File: src/rtl/approx_mul_err_monitor_pkg.sv
// approx_mon_pkg: shared widths, stats FSM states and the sample record for the approx-multiplier monitor
package approx_mon_pkg;

    localparam int DEF_OP_W  = 2;
    localparam int DEF_P_W   = 2 * DEF_OP_W;
    localparam int DEF_ET    = 2;
    localparam int DEF_CNT_W = 16;

    typedef enum logic [1:0] {
        IDLE = 2'd0,
        RUN  = 2'd1,
        SAT  = 2'd2
    } mon_state_e;

    typedef struct packed {
        logic [DEF_OP_W-1:0] op_a;
        logic [DEF_OP_W-1:0] op_b;
        logic [DEF_P_W-1:0]  approx_p;
    } sample_t;

endpackage

File: src/rtl/approx_mul_err_monitor_if.sv
// approx_mul_err_monitor_if: sample stream, result stream and statistics of the error monitor
interface approx_mul_err_monitor_if
    import approx_mon_pkg::*;
#(
    parameter int OP_W  = DEF_OP_W,
    parameter int P_W   = DEF_P_W,
    parameter int CNT_W = DEF_CNT_W
) ();

    logic             in_valid;
    logic             in_ready;
    logic [OP_W-1:0]  op_a;
    logic [OP_W-1:0]  op_b;
    logic [P_W-1:0]   approx_p;
    logic             clear;
    logic             out_valid;
    logic             out_ready;
    logic [P_W-1:0]   exact_p;
    logic [P_W-1:0]   abs_err;
    logic             err_viol;
    logic [CNT_W-1:0] sample_cnt;
    logic [CNT_W-1:0] viol_cnt;
    logic [P_W-1:0]   max_err;
    logic             err_sticky;

    modport slave (
        input  in_valid, op_a, op_b, approx_p, clear, out_ready,
        output in_ready, out_valid, exact_p, abs_err, err_viol,
               sample_cnt, viol_cnt, max_err, err_sticky
    );

    modport master (
        output in_valid, op_a, op_b, approx_p, clear, out_ready,
        input  in_ready, out_valid, exact_p, abs_err, err_viol,
               sample_cnt, viol_cnt, max_err, err_sticky
    );

endinterface

File: src/rtl/approx_mul_err_monitor_stats.sv
// approx_mon_stats: retire-time error statistics with saturation gate FSM and clear priority
module approx_mon_stats
    import approx_mon_pkg::*;
#(
    parameter int P_W   = DEF_P_W,
    parameter int CNT_W = DEF_CNT_W
) (
    input  logic             clk,
    input  logic             rst_n,
    input  logic             clear,
    input  logic             in_hs,
    input  logic             retire,
    input  logic [P_W-1:0]   abs_err,
    input  logic             err_viol,
    output logic [CNT_W-1:0] sample_cnt,
    output logic [CNT_W-1:0] viol_cnt,
    output logic [P_W-1:0]   max_err,
    output logic             err_sticky
);

    mon_state_e       state_q, state_d;
    logic [CNT_W-1:0] sample_cnt_q, sample_cnt_d;
    logic [CNT_W-1:0] viol_cnt_q, viol_cnt_d;
    logic [P_W-1:0]   max_err_q, max_err_d;
    logic             err_sticky_q, err_sticky_d;
    logic             cnt_en;

    // Counters freeze once saturated (SAT); max/sticky keep tracking; clear beats a same-cycle retire
    always_comb begin
        cnt_en       = retire && (state_q != SAT);
        sample_cnt_d = clear ? '0 : ((cnt_en && !(&sample_cnt_q)) ? sample_cnt_q + 1'b1 : sample_cnt_q);
        viol_cnt_d   = clear ? '0 : ((cnt_en && err_viol && !(&viol_cnt_q)) ? viol_cnt_q + 1'b1 : viol_cnt_q);
        max_err_d    = clear ? '0 : ((retire && (abs_err > max_err_q)) ? abs_err : max_err_q);
        err_sticky_d = clear ? 1'b0 : (err_sticky_q || (retire && err_viol));
        state_d      = clear ? IDLE :
                       ((state_q == IDLE) && in_hs) ? RUN :
                       ((state_q == RUN) && (&sample_cnt_d)) ? SAT : state_q;
    end

    // Statistics and FSM state registers
    always_ff @(posedge clk or negedge rst_n) begin
        if (!rst_n) begin
            state_q      <= IDLE;
            sample_cnt_q <= '0;
            viol_cnt_q   <= '0;
            max_err_q    <= '0;
            err_sticky_q <= 1'b0;
        end else begin
            state_q      <= state_d;
            sample_cnt_q <= sample_cnt_d;
            viol_cnt_q   <= viol_cnt_d;
            max_err_q    <= max_err_d;
            err_sticky_q <= err_sticky_d;
        end
    end

    assign sample_cnt = sample_cnt_q;
    assign viol_cnt   = viol_cnt_q;
    assign max_err    = max_err_q;
    assign err_sticky = err_sticky_q;

endmodule

File: src/rtl/approx_mul_err_monitor.sv
// approx_mul_err_monitor: two-stage exact-vs-approximate product checker with running error statistics
module approx_mul_err_monitor
    import approx_mon_pkg::*;
#(
    parameter int OP_W  = DEF_OP_W,
    parameter int P_W   = DEF_P_W,
    parameter int ET    = DEF_ET,
    parameter int CNT_W = DEF_CNT_W
) (
    input logic                    clk,
    input logic                    rst_n,
    approx_mul_err_monitor_if.slave bus
);

    if ((P_W != 2 * OP_W) || (OP_W != DEF_OP_W)) begin : g_bad_width
        $error("approx_mul_err_monitor: P_W must be 2*OP_W and OP_W must match the sample record");
    end
    if (ET >= 2 ** P_W) begin : g_bad_et
        $error("approx_mul_err_monitor: ET must be below 2**P_W");
    end

    logic           s1_valid_q, s1_valid_d;
    sample_t        s1_q, s1_d;
    logic [P_W-1:0] s1_exact_q, s1_exact_d;
    logic           s2_valid_q, s2_valid_d;
    logic [P_W-1:0] exact_q, exact_d;
    logic [P_W-1:0] abs_q, abs_d;
    logic           viol_q, viol_d;
    logic [P_W-1:0] diff;
    logic           s1_adv, s2_adv, in_hs, retire, ld2;

    // Backpressure chain: a stage may take new data when empty or when the stage after it moves
    always_comb begin
        s2_adv = !s2_valid_q || bus.out_ready;
        s1_adv = !s1_valid_q || s2_adv;
        in_hs  = bus.in_valid && s1_adv;
        retire = s2_valid_q && bus.out_ready;
        ld2    = s2_adv && s1_valid_q;
    end

    // Stage data: S1 captures the sample and exact product, S2 the error and violation flag
    always_comb begin
        diff       = (s1_exact_q >= s1_q.approx_p) ? s1_exact_q - s1_q.approx_p : s1_q.approx_p - s1_exact_q;
        s1_valid_d = s1_adv ? bus.in_valid : s1_valid_q;
        s1_d       = in_hs ? {bus.op_a, bus.op_b, bus.approx_p} : s1_q;
        s1_exact_d = in_hs ? P_W'(bus.op_a) * P_W'(bus.op_b) : s1_exact_q;
        s2_valid_d = s2_adv ? s1_valid_q : s2_valid_q;
        exact_d    = ld2 ? s1_exact_q : exact_q;
        abs_d      = ld2 ? diff : abs_q;
        viol_d     = ld2 ? (diff > P_W'(ET)) : viol_q;
    end

    // Pipeline registers; reset drops any in-flight samples
    always_ff @(posedge clk or negedge rst_n) begin
        if (!rst_n) begin
            s1_valid_q <= 1'b0;
            s1_q       <= '0;
            s1_exact_q <= '0;
            s2_valid_q <= 1'b0;
            exact_q    <= '0;
            abs_q      <= '0;
            viol_q     <= 1'b0;
        end else begin
            s1_valid_q <= s1_valid_d;
            s1_q       <= s1_d;
            s1_exact_q <= s1_exact_d;
            s2_valid_q <= s2_valid_d;
            exact_q    <= exact_d;
            abs_q      <= abs_d;
            viol_q     <= viol_d;
        end
    end

    assign bus.in_ready  = s1_adv;
    assign bus.out_valid = s2_valid_q;
    assign bus.exact_p   = exact_q;
    assign bus.abs_err   = abs_q;
    assign bus.err_viol  = viol_q;

    approx_mon_stats #(
        .P_W   (P_W),
        .CNT_W (CNT_W)
    ) u_stats (
        .clk        (clk),
        .rst_n      (rst_n),
        .clear      (bus.clear),
        .in_hs      (in_hs),
        .retire     (retire),
        .abs_err    (abs_q),
        .err_viol   (viol_q),
        .sample_cnt (bus.sample_cnt),
        .viol_cnt   (bus.viol_cnt),
        .max_err    (bus.max_err),
        .err_sticky (bus.err_sticky)
    );

endmodule

File: src/flat_wrapper.sv
// flat-port wrapper written by rule: the top's interface ports become plain ports
module approx_mul_err_monitor_flat import approx_mon_pkg::*;
#(
    parameter int OP_W  = DEF_OP_W,
    parameter int P_W   = DEF_P_W,
    parameter int ET    = DEF_ET,
    parameter int CNT_W = DEF_CNT_W
)
  (clk, rst_n, bus_in_valid, bus_op_a, bus_op_b, bus_approx_p, bus_clear, bus_out_ready, bus_in_ready, bus_out_valid, bus_exact_p, bus_abs_err, bus_err_viol, bus_sample_cnt, bus_viol_cnt, bus_max_err, bus_err_sticky);
  approx_mul_err_monitor_if #(.OP_W(OP_W), .P_W(P_W), .CNT_W(CNT_W)) bus_i ();
  input logic clk;
  input logic rst_n;
  input wire logic [$bits(bus_i.in_valid)-1:0] bus_in_valid;
  input wire logic [$bits(bus_i.op_a)-1:0] bus_op_a;
  input wire logic [$bits(bus_i.op_b)-1:0] bus_op_b;
  input wire logic [$bits(bus_i.approx_p)-1:0] bus_approx_p;
  input wire logic [$bits(bus_i.clear)-1:0] bus_clear;
  input wire logic [$bits(bus_i.out_ready)-1:0] bus_out_ready;
  output wire logic [$bits(bus_i.in_ready)-1:0] bus_in_ready;
  output wire logic [$bits(bus_i.out_valid)-1:0] bus_out_valid;
  output wire logic [$bits(bus_i.exact_p)-1:0] bus_exact_p;
  output wire logic [$bits(bus_i.abs_err)-1:0] bus_abs_err;
  output wire logic [$bits(bus_i.err_viol)-1:0] bus_err_viol;
  output wire logic [$bits(bus_i.sample_cnt)-1:0] bus_sample_cnt;
  output wire logic [$bits(bus_i.viol_cnt)-1:0] bus_viol_cnt;
  output wire logic [$bits(bus_i.max_err)-1:0] bus_max_err;
  output wire logic [$bits(bus_i.err_sticky)-1:0] bus_err_sticky;
  assign bus_i.in_valid = bus_in_valid;
  assign bus_i.op_a = bus_op_a;
  assign bus_i.op_b = bus_op_b;
  assign bus_i.approx_p = bus_approx_p;
  assign bus_i.clear = bus_clear;
  assign bus_i.out_ready = bus_out_ready;
  assign bus_in_ready = bus_i.in_ready;
  assign bus_out_valid = bus_i.out_valid;
  assign bus_exact_p = bus_i.exact_p;
  assign bus_abs_err = bus_i.abs_err;
  assign bus_err_viol = bus_i.err_viol;
  assign bus_sample_cnt = bus_i.sample_cnt;
  assign bus_viol_cnt = bus_i.viol_cnt;
  assign bus_max_err = bus_i.max_err;
  assign bus_err_sticky = bus_i.err_sticky;
  approx_mul_err_monitor #(.OP_W(OP_W), .P_W(P_W), .ET(ET), .CNT_W(CNT_W)) u_core (.clk(clk), .rst_n(rst_n), .bus(bus_i));
endmodule
File: config.mk
export PLATFORM = sky130hd
export DESIGN_NAME = approx_mul_err_monitor_flat
export DESIGN_NICKNAME = d
export VERILOG_FILES = /design/src/rtl/approx_mul_err_monitor_pkg.sv /design/src/rtl/approx_mul_err_monitor_if.sv /design/src/rtl/approx_mul_err_monitor_stats.sv /design/src/rtl/approx_mul_err_monitor.sv /design/src/flat_wrapper.sv
export SDC_FILE = /design/constraint.sdc
export NUM_CORES = 1
export LEC_CHECK = 0
export CORE_MARGIN = 2
export CORE_UTILIZATION = 45
export DETAILED_ROUTE_END_ITERATION = 10
export PLACE_DENSITY = 0.71
export SLEW_MARGIN = 20
export SYNTH_ARGS = -nofsm -noshare
export SYNTH_HDL_FRONTEND = slang
export SYNTH_SLANG_ARGS = --single-unit
export TNS_END_PERCENT = 50
File: constraint.sdc
create_clock -name clk -period 2.7 [get_ports clk]
set_clock_uncertainty 0.15 [all_clocks]
set_input_delay 0.405 -clock clk [delete_from_list [all_inputs] [get_ports clk]]
set_output_delay 0.405 -clock clk [all_outputs]
set_load 0.01 [all_outputs]
==> results.toml, run 1 <==
[critical_path]
rr_worst_depth = 7
worst-path-max-fanout = 5
cp_data_arrival_time_ps = 2630
r2r_slack_ps = 160
end_kind = "flop"
worst_setup_path_start_kind = "flop"
criticalPathCategory = "reg -> reg"
worstReg2RegEnd = "u_core.u_stats.state_q[0]"
required_ps = 2790
r2r_start = "u_core.u_stats.sample_cnt[0]"

[placed_design]
placed_cells = 485
portBuffers = 60
dp_slack_ps = -36.0
place_area_um2 = 3990
dpl.hpwl_mm = 5.30
place.gp.congestion = 0.900

[floorplanning]
start_util_pct = 46.8
die_y_um = 88.5
die_w_um = 88.5
coreArea_um2 = 6870
dieArea_um2 = 7830
rows = 30
io_pins = 61

[power_and_ir_drop]
p_leak_nw = 1.83
power_mw = 2.61
switching_share_pct = 28.7
p_comb_share_pct = 25.8
p_per_area_nw_per_um2 = 619
p_clk_share_pct = 34.1
seqPwrFrac_pct = 40.0
peakVddDrop_mv = 0.247
p_switching_mw = 0.748
internal_power_mw = 1.86

[layout]
finish.instance_area_um2 = 4220
area_growth_pct = 31.3
fillers = 605
drive_gt1_share_pct = 11.9
final_cell_mix = "clkdlybuf4s50_1 (59), dfrtp_1 (58), nor2_1 (31)"
utilization_pct = 61.4
final_common_cell = "clkdlybuf4s50_1"
nets = 431
final_cells = 501
n_antenna_cell = 0

[drt]
wl_mm = 7.32
remaining_drc_errors = 0
wl_per_cell_um = 14.6
dr_total_vias = 2702
via_per_inst = 5.39
drtPass1Iterations = 4
drt_iter0_markers = 145
ant_nets = 0

[logic_synthesis]
synth-edff-count = 0
synth_area_per_cell_um2 = 9.95
synth-simple-area-share_pct = 21.6
synth_compound_area_share_pct = 9.97
synth_area_um2 = 3210
synth_top_family_by_area = "simple AND/OR/NAND/NOR gates"
synthCells = 323
yosys-top-cells-area = "dfrtp_1 (45%), ha_1 (5.8%), xnor2_1 (4.1%)"
ys_ff_latch = 58
synth_flop_cell = "dfrtp_1"
yosys.cell_types.count = 47
synthMuxAreaShare_pct = 5.65
synth_top_cell_by_area = "dfrtp_1"
yosys.area_share.xor_xnor_pct = 6.54
yosys_warnings = 0
synth_top_area_share_pct = 45.2
synthArstFlopShare_pct = 100
syn-num-nets = 353
synthAdderAreaFrac_pct = 7.09
yosysSeqAreaShare_pct = 45.2

[sta]
fmax_mhz = 394
slew_violations = 0
slew_headroom_pct = 59.3
final.setup.worst_slack_ps = 160
setup_violations = 0
fin_crit_ps = 2540
finalHoldViolCount = 0
period_share_pct = 94.1
rsz0062_at_grt = "false"
worst_slew_pin_slew_ps = 610

[status]
status = "finished, final reports clean"

[grt]
grt_max_degree = 28
antenna_found_initial = 0
overflow = 0
grt_pass1_wl_mm = 12.3
track_usage_pct = 20.4
grt_pass1_vias = 2624

[clock_network]
cts.sinks = 58
post_cts_buffers = 0
cts_buffers = 9
cts_hold_buf = 1
cts_root_buffer = "clkbuf_8"
ctsHtreeMaxLevel = 3
clock_path_buffers = 2
cts_resized = 0
insertion_delay_ps = 340
clk_pin_slew_ps = 70
cts_tree = "done"

[job]
drv_cap = 0

[hold_path]
hold_path_end = "u_core.bus.out_valid"
hp-start = "u_core.s1_valid_q"
hp-class = "reg -> reg"
whs_path_depth = 1
worst max-delay path, cell delays in order, from the launching register on:
cell and delay [ps]:
dfrtp_1 430, ha_1 250, and4_4 290, a41oi_1 140
a311oi_1 400, nand4_1 140, a2111o_1 420, a31o_1 220
worst max path at each step:
stage                                       startpoint                   endpoint  cells past startpoint  slack (ps)
final                     u_core.u_stats.sample_cnt[0]  u_core.u_stats.state_q[0]                      7         160
after global routing      u_core.u_stats.sample_cnt[0]  u_core.u_stats.state_q[0]                      7          70
after CTS                 u_core.u_stats.sample_cnt[0]  u_core.u_stats.state_q[0]                      7         170
after detailed placement                 bus_out_ready  u_core.u_stats.state_q[0]                      7         -40
after global placement                   bus_out_ready  u_core.u_stats.state_q[0]                      7         -10
after floorplan           u_core.u_stats.sample_cnt[0]  u_core.u_stats.state_q[0]                      7         290
metrics by stage:
step	TNS, ps	hold slack (ps)
6_report	0	342
5_1_grt	0	365
4_1_cts	0	341
3_5_place_dp	-36.0	303
3_3_place_gp	-12.2	302
2_1_floorplan	0	-40.6
power groups by stage:
stage	sequential, mW	clock (mW)	combinational [mW]
detailed placement	1.06	0	0.679
global placement	1.06	0	0.663
global route	1.06	0.952	0.756
floorplan	1.08	0	0.366
finish	1.05	0.891	0.675
CTS	1.05	0.904	0.683
sequential cells by signal (all words and copies together), names as in the netlist:
signal,cells
u_core.s1_q,4
u_core.bus.out_valid,1
u_core.s1_valid_q,1
u_core.bus.abs_err,4
u_core.u_stats.sample_cnt,16
u_core.bus.exact_p,4
u_core.s1_exact_q,4
u_core.u_stats.err_sticky,1
u_core.u_stats.viol_cnt,16
u_core.u_stats.state_q,2
u_core.u_stats.max_err,4
u_core.bus.err_viol,1
routing by layer:
layer	vias to the layer above	share of wire [%]	global-route usage [%]
met5	-	0	0
li1	1300	-	-
met1	1297	47	27.6
met2	85	45	31.2
met3	20	4.8	4.01
met4	0	2.4	10.3
logic make-up (layout without fill, tap and decap cells):
family | after synthesis | count (layout)
buffers and inverters | 30 | 112
and+or+nand+nor | 128 | 128
DFF | 58 | 58
adders and majority gates | 17 | 17
xor gates and xnor gates | 24 | 24
AOI/OAI and AO/OA | 49 | 49
muxes | 17 | 17
layout make-up:
cell class / instances / area (µm²) / area share (%)
repair buffers: 76 / 718 / 17.0
clock buffers: 10 / 138 / 3.26
flip-flops and latches: 58 / 1450 / 34.4
multi-input cells: 235 / 1630 / 38.7
inverters: 21 / 78.8 / 1.87
clock inverters: 5 / 78.8 / 1.87
well taps: 96 / 120 / 2.85
cell usage after synthesis, types with 2 or more instances:
cell type / instances
nand4_1: 9
o31a_1: 2
buf_6: 2
o21ai_0: 13
dfrtp_1: 58
and4_1: 7
xor2_1: 9
o31ai_1: 2
ha_1: 15
nand3b_1: 3
o22ai_1: 2
o21a_1: 3
nand2b_1: 3
nand2_1: 28
inv_1: 21
nand3_1: 7
nor3_1: 7
or3_1: 5
and2_1: 6
mux2i_1: 8
mux2_2: 9
fa_1: 2
xnor2_1: 15
clkbuf_1: 7
nor2_1: 31
nor4_1: 5
a311oi_1: 2
and3_1: 5
a21o_1: 3
a31oi_1: 2
or4_1: 3
and4_4: 3
a21oi_1: 12
No activity file was read; power rests on OpenSTA's default activity.
==> inputs of run 2 (changes only) <==
--- a/config.mk
+++ b/config.mk
@@ -5,7 +5,7 @@
 export SDC_FILE = /design/constraint.sdc
 export NUM_CORES = 1
 export LEC_CHECK = 0
-export CORE_MARGIN = 2
+export CORE_MARGIN = 1
 export CORE_UTILIZATION = 45
 export DETAILED_ROUTE_END_ITERATION = 10
 export PLACE_DENSITY = 0.71
==> constraint.sdc (replaced) <==
create_clock -name clk -period 3.1 [get_ports clk]
set_clock_uncertainty 0.15 [all_clocks]
set_input_delay 0.465 -clock clk [delete_from_list [all_inputs] [get_ports clk]]
set_output_delay 0.465 -clock clk [all_outputs]
set_load 0.01 [all_outputs]
==> run 2 against run 1 <==
Utilization is 1.1 points lower; largest power group unchanged; first-iteration DRC count decreased by 9.7%; die area fell by 4.5%; sequential power is 13% lower; final cell count fell by 2.0%; via count down 3.0%; sequential share of layout area rose by 0.79 points; clock power shrank 20%.
==> results.toml, run 2 (synthesis results as in run 1) <==
[layout]
final_common_cell = "clkdlybuf4s50_1"
finish.instance_area_um2 = 4120
nets = 420
drive_gt1_share_pct = 9.62
final_cell_mix = "clkdlybuf4s50_1 (59), dfrtp_1 (58), nor2_1 (31)"
n_antenna_cell = 0
area_growth_pct = 28.3

[grt]
antenna_found_initial = 0
grt_pass1_wl_mm = 11.6
overflow = 0
grt_max_degree = 39
track_usage_pct = 20.0
grt_pass1_vias = 2491

[drt]
wl_mm = 6.97
dr_total_vias = 2620
drt_iter0_markers = 131
remaining_drc_errors = 0
drtPass1Iterations = 4
ant_nets = 0
wl_per_cell_um = 14.2
via_per_inst = 5.34

[sta]
slew_headroom_pct = 62.6
finalHoldViolCount = 0
rsz0062_at_grt = "false"
period_share_pct = 83.1
fin_crit_ps = 2580
fmax_mhz = 388
setup_violations = 0
setup_tns_ps = 0
worst_slew_pin_slew_ps = 559
slew_violations = 0

[clock_network]
clk_pin_slew_ps = 70
clock_path_buffers = 2
post_cts_buffers = 0
cts_tree = "done"
ctsHtreeMaxLevel = 3
cts_buffers = 9
cts.sinks = 58
insertion_delay_ps = 330
cts_root_buffer = "clkbuf_8"

[placed_design]
place.gp.congestion = 0.848
place_area_um2 = 3910
dpl.hpwl_mm = 5.01
portBuffers = 60

[critical_path]
crit_path_end = "u_core.bus.err_viol"
worstReg2RegEnd = "u_core.bus.err_viol"
r2r_slack_ps = 520
end_kind = "flop"
required_ps = 3140
crit_path_top_delay_cell = "dfrtp_1"
r2r_start = "u_core.s1_exact_q[1]"
cpPeakStageDelay_ps = 450
worst-path-max-fanout = 4
criticalPathCategory = "reg -> reg"
rr_worst_depth = 8
cp_data_arrival_time_ps = 2620
crit_start = "u_core.s1_exact_q[1]"
worst_setup_path_start_kind = "flop"
path_cells = "inv_1 -> ha_1 -> a21bo_2 -> a21o_1 -> a21oi_1 -> mux2i_1 -> xnor2_1 -> a32oi_1"

[power_and_ir_drop]
peakVddDrop_mv = 0.269
seqPwrFrac_pct = 41.6
p_comb_share_pct = 26.2
internal_power_mw = 1.55
p_clk_share_pct = 32.3
p_leak_nw = 1.77
p_per_area_nw_per_um2 = 534
p_switching_mw = 0.649
switching_share_pct = 29.5

[floorplanning]
io_pins = 61
dieArea_um2 = 7480
die_w_um = 86.5
start_util_pct = 47.0
die_y_um = 86.5
coreArea_um2 = 6830
rows = 30

[job]
drv_cap = 0

[hold_path]
hp-class = "reg -> reg"

[status]
status = "finished, final reports clean"
[run 2: cell types whose count changed in the layout (fill, tap and decap cells not counted), sizes merged]
cell,previous run,this run
buf,16,5
bufinv,2,1
clkbuf,10,11
clkinvlp,0,1
[run 2: critical path, delay by kind of cell, from the launching register on]
kind | cells | cell delay [ps]
compound gates | 4 | 880
flops | 1 | 450
fa+ha+maj | 1 | 350
mux | 1 | 280
xor+xnor | 1 | 190
buf+inv | 1 | 130
[run 2: timing repair]
item | 4_1_cts | 5_1_grt
resized for setup | 0 | 0
hold endpoints to repair | 20 | 0
hold buffers | 1 | 0
[run 2: through the flow]
step	hold slack, ps	setup WS [ps]	power, mW	std cells	utilization (%)
global placement	298	288	1.48	474	57.2
detailed placement	297	237	1.50	474	57.2
global route	372	310	2.32	491	60.4
floorplan	19.4	691	1.26	323	-
CTS	336	510	2.22	491	60.4
finish	338	523	2.20	491	60.4
[run 2: worst min path at each step]
stage	from	end	slack, ps	depth (start not counted)
after floorplan	rst_n	u_core.bus.abs_err[0]	20	0
after global placement	rst_n	u_core.s1_exact_q[1]	300	1
after detailed placement	rst_n	u_core.s1_exact_q[1]	300	1
after CTS	u_core.bus.exact_p[2]	u_core.bus.exact_p[2]	340	2
after global routing	u_core.s1_valid_q	u_core.bus.out_valid	370	1
final	u_core.bus.exact_p[0]	u_core.bus.exact_p[0]	340	2
[run 2: final cells by class]
type	instances	area (µm²)
fill	604	2710
clock buffer	11	151
inverter	21	78.8
timing repair buffer	65	636
sequential	58	1450
tap	96	120
clock inverter	5	52.6
multi-input combinational	235	1630
[run 2: per-layer routing]
| metal | part of all wire (%) | vias to the layer above | global-route usage (%) | routed length (µm) |
|---|---|---|---|---|
| li1 | - | 1282 | - | - |
| met4 | 1.7 | 0 | 7.42 | 121 |
| met2 | 46 | 46 | 31.9 | 3190 |
| met3 | 3.1 | 11 | 5.05 | 216 |
| met1 | 49 | 1281 | 26.4 | 3440 |
| met5 | 0 | - | 0 | 0 |
[run 2: power by group through the flow]
stage | Clock [mW] | Combinational, mW | Sequential, mW
floorplan | 0 | 0.319 | 0.940
global placement | 0 | 0.556 | 0.923
detailed placement | 0 | 0.576 | 0.928
CTS | 0.722 | 0.583 | 0.915
global route | 0.753 | 0.639 | 0.926
finish | 0.710 | 0.576 | 0.915
